===== config.mk =====
export PLATFORM = sky130hd
export DESIGN_NAME = instr_mem_loader
export DESIGN_NICKNAME = d
export VERILOG_FILES = /design/src/rtl/instr_mem_loader.sv
export SDC_FILE = /design/constraint.sdc
export NUM_CORES = 1
export LEC_CHECK = 0
export CORE_MARGIN = 4
export CORE_UTILIZATION = 30
export DETAILED_ROUTE_END_ITERATION = 10
export PLACE_DENSITY = 0.58
export SLEW_MARGIN = 40
export SYNTH_ARGS = -nofsm -noshare
export SYNTH_HDL_FRONTEND = slang
export SYNTH_SLANG_ARGS = --single-unit

===== constraint.sdc =====
create_clock -name clk -period 4 [get_ports clk]
set_clock_uncertainty 0.2 [all_clocks]
set_input_delay 0.8 -clock clk [delete_from_list [all_inputs] [get_ports clk]]
set_output_delay 0.8 -clock clk [all_outputs]
set_load 0.005 [all_outputs]

===== src/rtl/instr_mem_loader.sv =====
// Packs a high-byte-first byte stream into 16-bit words and writes them to instruction memory, holding the CPU meanwhile.
// Optional macro LOADER_CHECKSUM_EN adds a trailing mod-256 checksum byte over all data bytes.
module instr_mem_loader #(
  parameter int ADDR_W = 4,
  parameter int DATA_W = 16
) (
  input  logic              clk,
  input  logic              reset,
  input  logic              start,
  input  logic              byte_valid,
  input  logic [7:0]        byte_data,
  output logic              byte_ready,
  output logic              mem_we,
  output logic [ADDR_W-1:0] mem_addr,
  output logic [DATA_W-1:0] mem_wdata,
  output logic              cpu_hold,
  output logic              busy,
  output logic              done,
  output logic              err
);

  localparam int DEPTH = 1 << ADDR_W;
  localparam int LW    = ADDR_W + 1;

`ifdef LOADER_CHECKSUM_EN
  typedef enum logic [2:0] {IDLE, LEN, HI, LO, WR, DONE, ERR, CSUM} state_t;
`else
  typedef enum logic [2:0] {IDLE, LEN, HI, LO, WR, DONE, ERR} state_t;
`endif

  state_t            state_q, state_d;
  logic [LW-1:0]     len_q, len_d;
  logic [ADDR_W-1:0] addr_q, addr_d;
  logic [DATA_W-1:0] wdata_q, wdata_d;
  logic              accept;
  logic              last_word;
`ifdef LOADER_CHECKSUM_EN
  logic [7:0]        csum_q, csum_d;
`endif

  always_ff @(posedge clk) begin
    if (reset) begin
      state_q <= IDLE;
      len_q   <= '0;
      addr_q  <= '0;
      wdata_q <= '0;
`ifdef LOADER_CHECKSUM_EN
      csum_q  <= '0;
`endif
    end else begin
      state_q <= state_d;
      len_q   <= len_d;
      addr_q  <= addr_d;
      wdata_q <= wdata_d;
`ifdef LOADER_CHECKSUM_EN
      csum_q  <= csum_d;
`endif
    end
  end

  // mem_addr doubles as the word counter, so the last word is addr == N-1.
  assign last_word = ({1'b0, addr_q} == (len_q - LW'(1)));
  assign accept    = byte_valid && byte_ready;

  always_comb begin
    state_d    = state_q;
    len_d      = len_q;
    addr_d     = addr_q;
    wdata_d    = wdata_q;
`ifdef LOADER_CHECKSUM_EN
    csum_d     = csum_q;
    byte_ready = (state_q == LEN) || (state_q == HI) || (state_q == LO) || (state_q == CSUM);
    busy       = (state_q == LEN) || (state_q == HI) || (state_q == LO) || (state_q == WR)
                 || (state_q == CSUM);
`else
    byte_ready = (state_q == LEN) || (state_q == HI) || (state_q == LO);
    busy       = (state_q == LEN) || (state_q == HI) || (state_q == LO) || (state_q == WR);
`endif
    mem_we     = (state_q == WR);
    done       = (state_q == DONE);
    err        = (state_q == ERR);
    // An aborted load keeps the CPU held so a partial program never runs.
    cpu_hold   = busy || err;

    unique case (state_q)
      IDLE, DONE, ERR: begin
        if (start) begin
          state_d = LEN;
          addr_d  = '0;
`ifdef LOADER_CHECKSUM_EN
          csum_d  = '0;
`endif
        end
      end
      LEN: begin
        if (accept) begin
          if ((byte_data == 8'd0) || (int'(byte_data) > DEPTH)) begin
            state_d = ERR;
          end else begin
            len_d   = LW'(byte_data);
            state_d = HI;
          end
        end
      end
      HI: begin
        if (accept) begin
          wdata_d[DATA_W-1 -: 8] = byte_data;
`ifdef LOADER_CHECKSUM_EN
          csum_d = csum_q + byte_data;
`endif
          state_d = LO;
        end
      end
      LO: begin
        if (accept) begin
          wdata_d[7:0] = byte_data;
`ifdef LOADER_CHECKSUM_EN
          csum_d = csum_q + byte_data;
`endif
          state_d = WR;
        end
      end
      WR: begin
        if (last_word) begin
`ifdef LOADER_CHECKSUM_EN
          state_d = CSUM;
`else
          state_d = DONE;
`endif
        end else begin
          addr_d  = addr_q + ADDR_W'(1);
          state_d = HI;
        end
      end
`ifdef LOADER_CHECKSUM_EN
      CSUM: begin
        if (accept) begin
          state_d = (byte_data == csum_q) ? DONE : ERR;
        end
      end
`endif
      default: state_d = IDLE;
    endcase
  end

  assign mem_addr  = addr_q;
  assign mem_wdata = wdata_q;

endmodule


==> run_results.csv <==
group,metric,value,unit
timing,rsz0062_at_grt,"no",
timing,min_period,2.93,ns
critical_path,r2r-end,"state_q[0]",
critical_path,r2r-start,"len_q[0]",
drt,vias_per_cell,4.84,
grt,grt_overflow_total,0,
final_layout,area_growth,35.2,%
place,place_area,0.00179,mm^2
die,placementRows,24,
clock_tree,post_cts_resized,0,
clock_tree,post-cts-setup-buffers,0,
timing,worstMarginPinSlew,0.737,ns
final_layout,final_cell_mix,"clkdlybuf4s50_1, dfxtp_1, nand2_1",
clock_tree,clock_latency,0.27,ns
grt,antenna_found_initial,0,
status,run_status,"completed",
place,gp_congestion,0.796,
place,dp.cells,240,
critical_path,worstSetupStartpointType,"register",
die,start_util,31.2,%
timing,finalSetupViolCount,0,
final_layout,drive_above_1_share,6.25,%
grt,grt_pass1_vias,1101,
critical_path,critPathMaxFanout,8,
logic_synthesis,synth_area,0.00138,mm^2
clock_tree,cts-root-buf,"clkbuf_8",
critical_path,reg2reg_depth,7,
hold_path,min_to,"mem_wdata[1]",
logic_synthesis,synthCells,156,
grt,grt_pass1_wl,5.46,mm
final_layout,final_cells,244,
hold_path,min_path_cells,2,
hold_path,holdCritPathClass,"register to register",
die,die_w,75.8,um
power,p_leak,0.671,nW
drt,drc,0,
place,io_buffers,37,
final_layout,multi_input_area,754,um^2
grt,grtUsageMet2,20.1,%
die,die_area,0.00574,mm^2
timing,drv_slew,0,
clock_tree,clock_sinks,28,
critical_path,crit_arrival,1.93,ns
drt,vias,1182,
die,boundaryPins,38,
die,fp.coreArea,0.00441,mm^2
clock_tree,cts_buffer_depth,2,
final_layout,regArea,561,um^2
die,die-height,75.8,um
drt,first_pass_iters,5,
clock_tree,cts_made_buffers,3,
critical_path,end_kind,"output pin",
final_layout,antenna_cells,0,
final_layout,stdcell_area,0.00186,mm^2
critical_path,worstSetupPathType,"register to output pin",
grt,grt_use_met3,2.90,%
timing,finalCritPeriodShare,73.2,%
clock_tree,h-tree-depth,1,
final_layout,final_common_cell,"clkdlybuf4s50_1",
logic_synthesis,post_synth_num_cell_types,42,
power,power.density,467,mW/mm^2
power,ir_worst_vdd,0.176,mV
timing,hold_viol_final,0,
timing,fin_hold_ws,0.263,ns
drt,drtAntennaViolNets,0,
final_layout,nNetsFinal,207,
run,drv_cap,0,
hold_path,hold_start,"mem_wdata[1]",
drt,drtIter0Drc,56,
grt,grt_busiest_layer,"met2",
logic_synthesis,synth_seq_cells,28,
clock_tree,cts_tree,"done",
place,place_hpwl,2.51,mm
logic_synthesis,syn_area_per_cell,8.83,um^2
drt,routed_wl,3.32,mm
clock_tree,clkTransAtPathRegs,0.10,ns
grt,gr-usage-met1,16.5,%
grt,grtUsageTotal,12.3,%
timing,fmax,0.341,GHz
final_layout,n_fill_cell,457,
critical_path,cp.required,3.00,ns
logic_synthesis,syn_nets,170,
critical_path,rrSetupSlack,1.72,ns
timing,tns,0,ns
clock_tree,hold_buffers,0,
grt,grt_max_degree,23,
timing,slew_headroom,50.5,%
logic_synthesis,ys_warn_count,0,
power,power,871,uW
logic_synthesis,synth_sequential_area_ratio,40.7,%
drt,wl_per_cell,13.6,um
## kinds of logic (layout without fill, tap and decap cells)
kind of cell,after synthesis,after routing,share of synthesized area [%]
muxes,16,16,11.7
xor gates and xnor gates,8,8,5.09
adders and majority gates,3,3,2.54
buffers and inverters,14,50,4.54
DFF,28,28,40.7
and+or+nand+nor,64,64,23.9
AOI/OAI and AO/OA,23,23,11.5
## report_power, final
| group | total, mW | leakage [nW] | switching (mW) | internal, mW |
|---|---|---|---|---|
| Sequential | 0.351 | 0.227 | 0.0469 | 0.304 |
| Combinational | 0.295 | 0.409 | 0.131 | 0.164 |
| Clock | 0.225 | 0.0357 | 0.0909 | 0.134 |
| Total | 0.871 | 0.671 | 0.269 | 0.602 |
## metrics by stage
stage | utilization (%) | setup slack, ns
finish | 42.2 | 1.07
global route | 42.2 | 0.945
CTS | 42.2 | 1.07
detailed placement | 40.6 | 1.16
global placement | 40.6 | 1.13
floorplan | - | 1.86
## synthesized netlist by cell type, drive strengths merged
library cell  number  area, um^2
a211oi             2        27.5
a21boi             1        7.51
a21oi             11        55.1
a221o              1        10.0
a22o               1        8.76
a22oi              1        7.51
a31oi              1        6.26
and3               2        12.5
and4               1        8.76
buf                4        25.0
clkbuf             3        11.3
dfxtp             28         561
ha                 2        25.0
inv                7        26.3
maj3               1        10.0
mux2               1        11.3
mux2i             15         150
nand2             20        75.1
nand2b             3        21.3
nand3              5        25.0
nand4              2        12.5
nor2              17        63.8
nor2b              1        6.26
nor3               3        15.0
nor3b              2        20.0
nor4               4        40.0
o21ai              2        10.0
o21ba              1        10.0
o31ai              1        7.51
o32ai              1        8.76
or2                1        6.26
or3                1        6.26
or3b               1        8.76
or4                1        7.51
xnor2              5        43.8
xor2               3        26.3
## worst max-delay path, stage by stage (launching register included)
cell and delay, ns:
dfxtp_1 0.55, inv_1 0.17, and3_1 0.21, or2_2 0.28, clkdlybuf4s50_1 0.44
## worst max-delay path by stage
stage / depth (start not counted) / slack [ns] / start / endpoint
final: 4 / 1.07 / state_q[0] / cpu_hold
after global routing: 4 / 0.95 / state_q[0] / cpu_hold
after CTS: 4 / 1.07 / state_q[0] / cpu_hold
after detailed placement: 6 / 1.16 / byte_data[2] / len_q[0]
after global placement: 6 / 1.13 / byte_data[2] / len_q[3]
after floorplan: 5 / 1.86 / byte_data[1] / len_q[0]
## metal layers
layer	up-vias	routed length, um	part of all wire [%]
met5	-	0	0
met4	0	19	0.57
met3	2	201	6.1
met2	34	1490	45
met1	534	1610	49
li1	612	-	-
## flip-flops by register name (all words and copies together), names as in the netlist
register and flops:
mem_wdata 16, len_q 5, mem_addr 4, state_q 3
## final cells by class
type | instances | area share, %
Sequential cell | 28 | 30.1
Multi-Input combinational cell | 114 | 40.5
Clock inverter | 1 | 1.61
Timing Repair Buffer | 39 | 20.7
Clock buffer | 3 | 2.22
Inverter | 7 | 1.41
Tap cell | 52 | 3.49
Power figures use the tool's default switching activity.
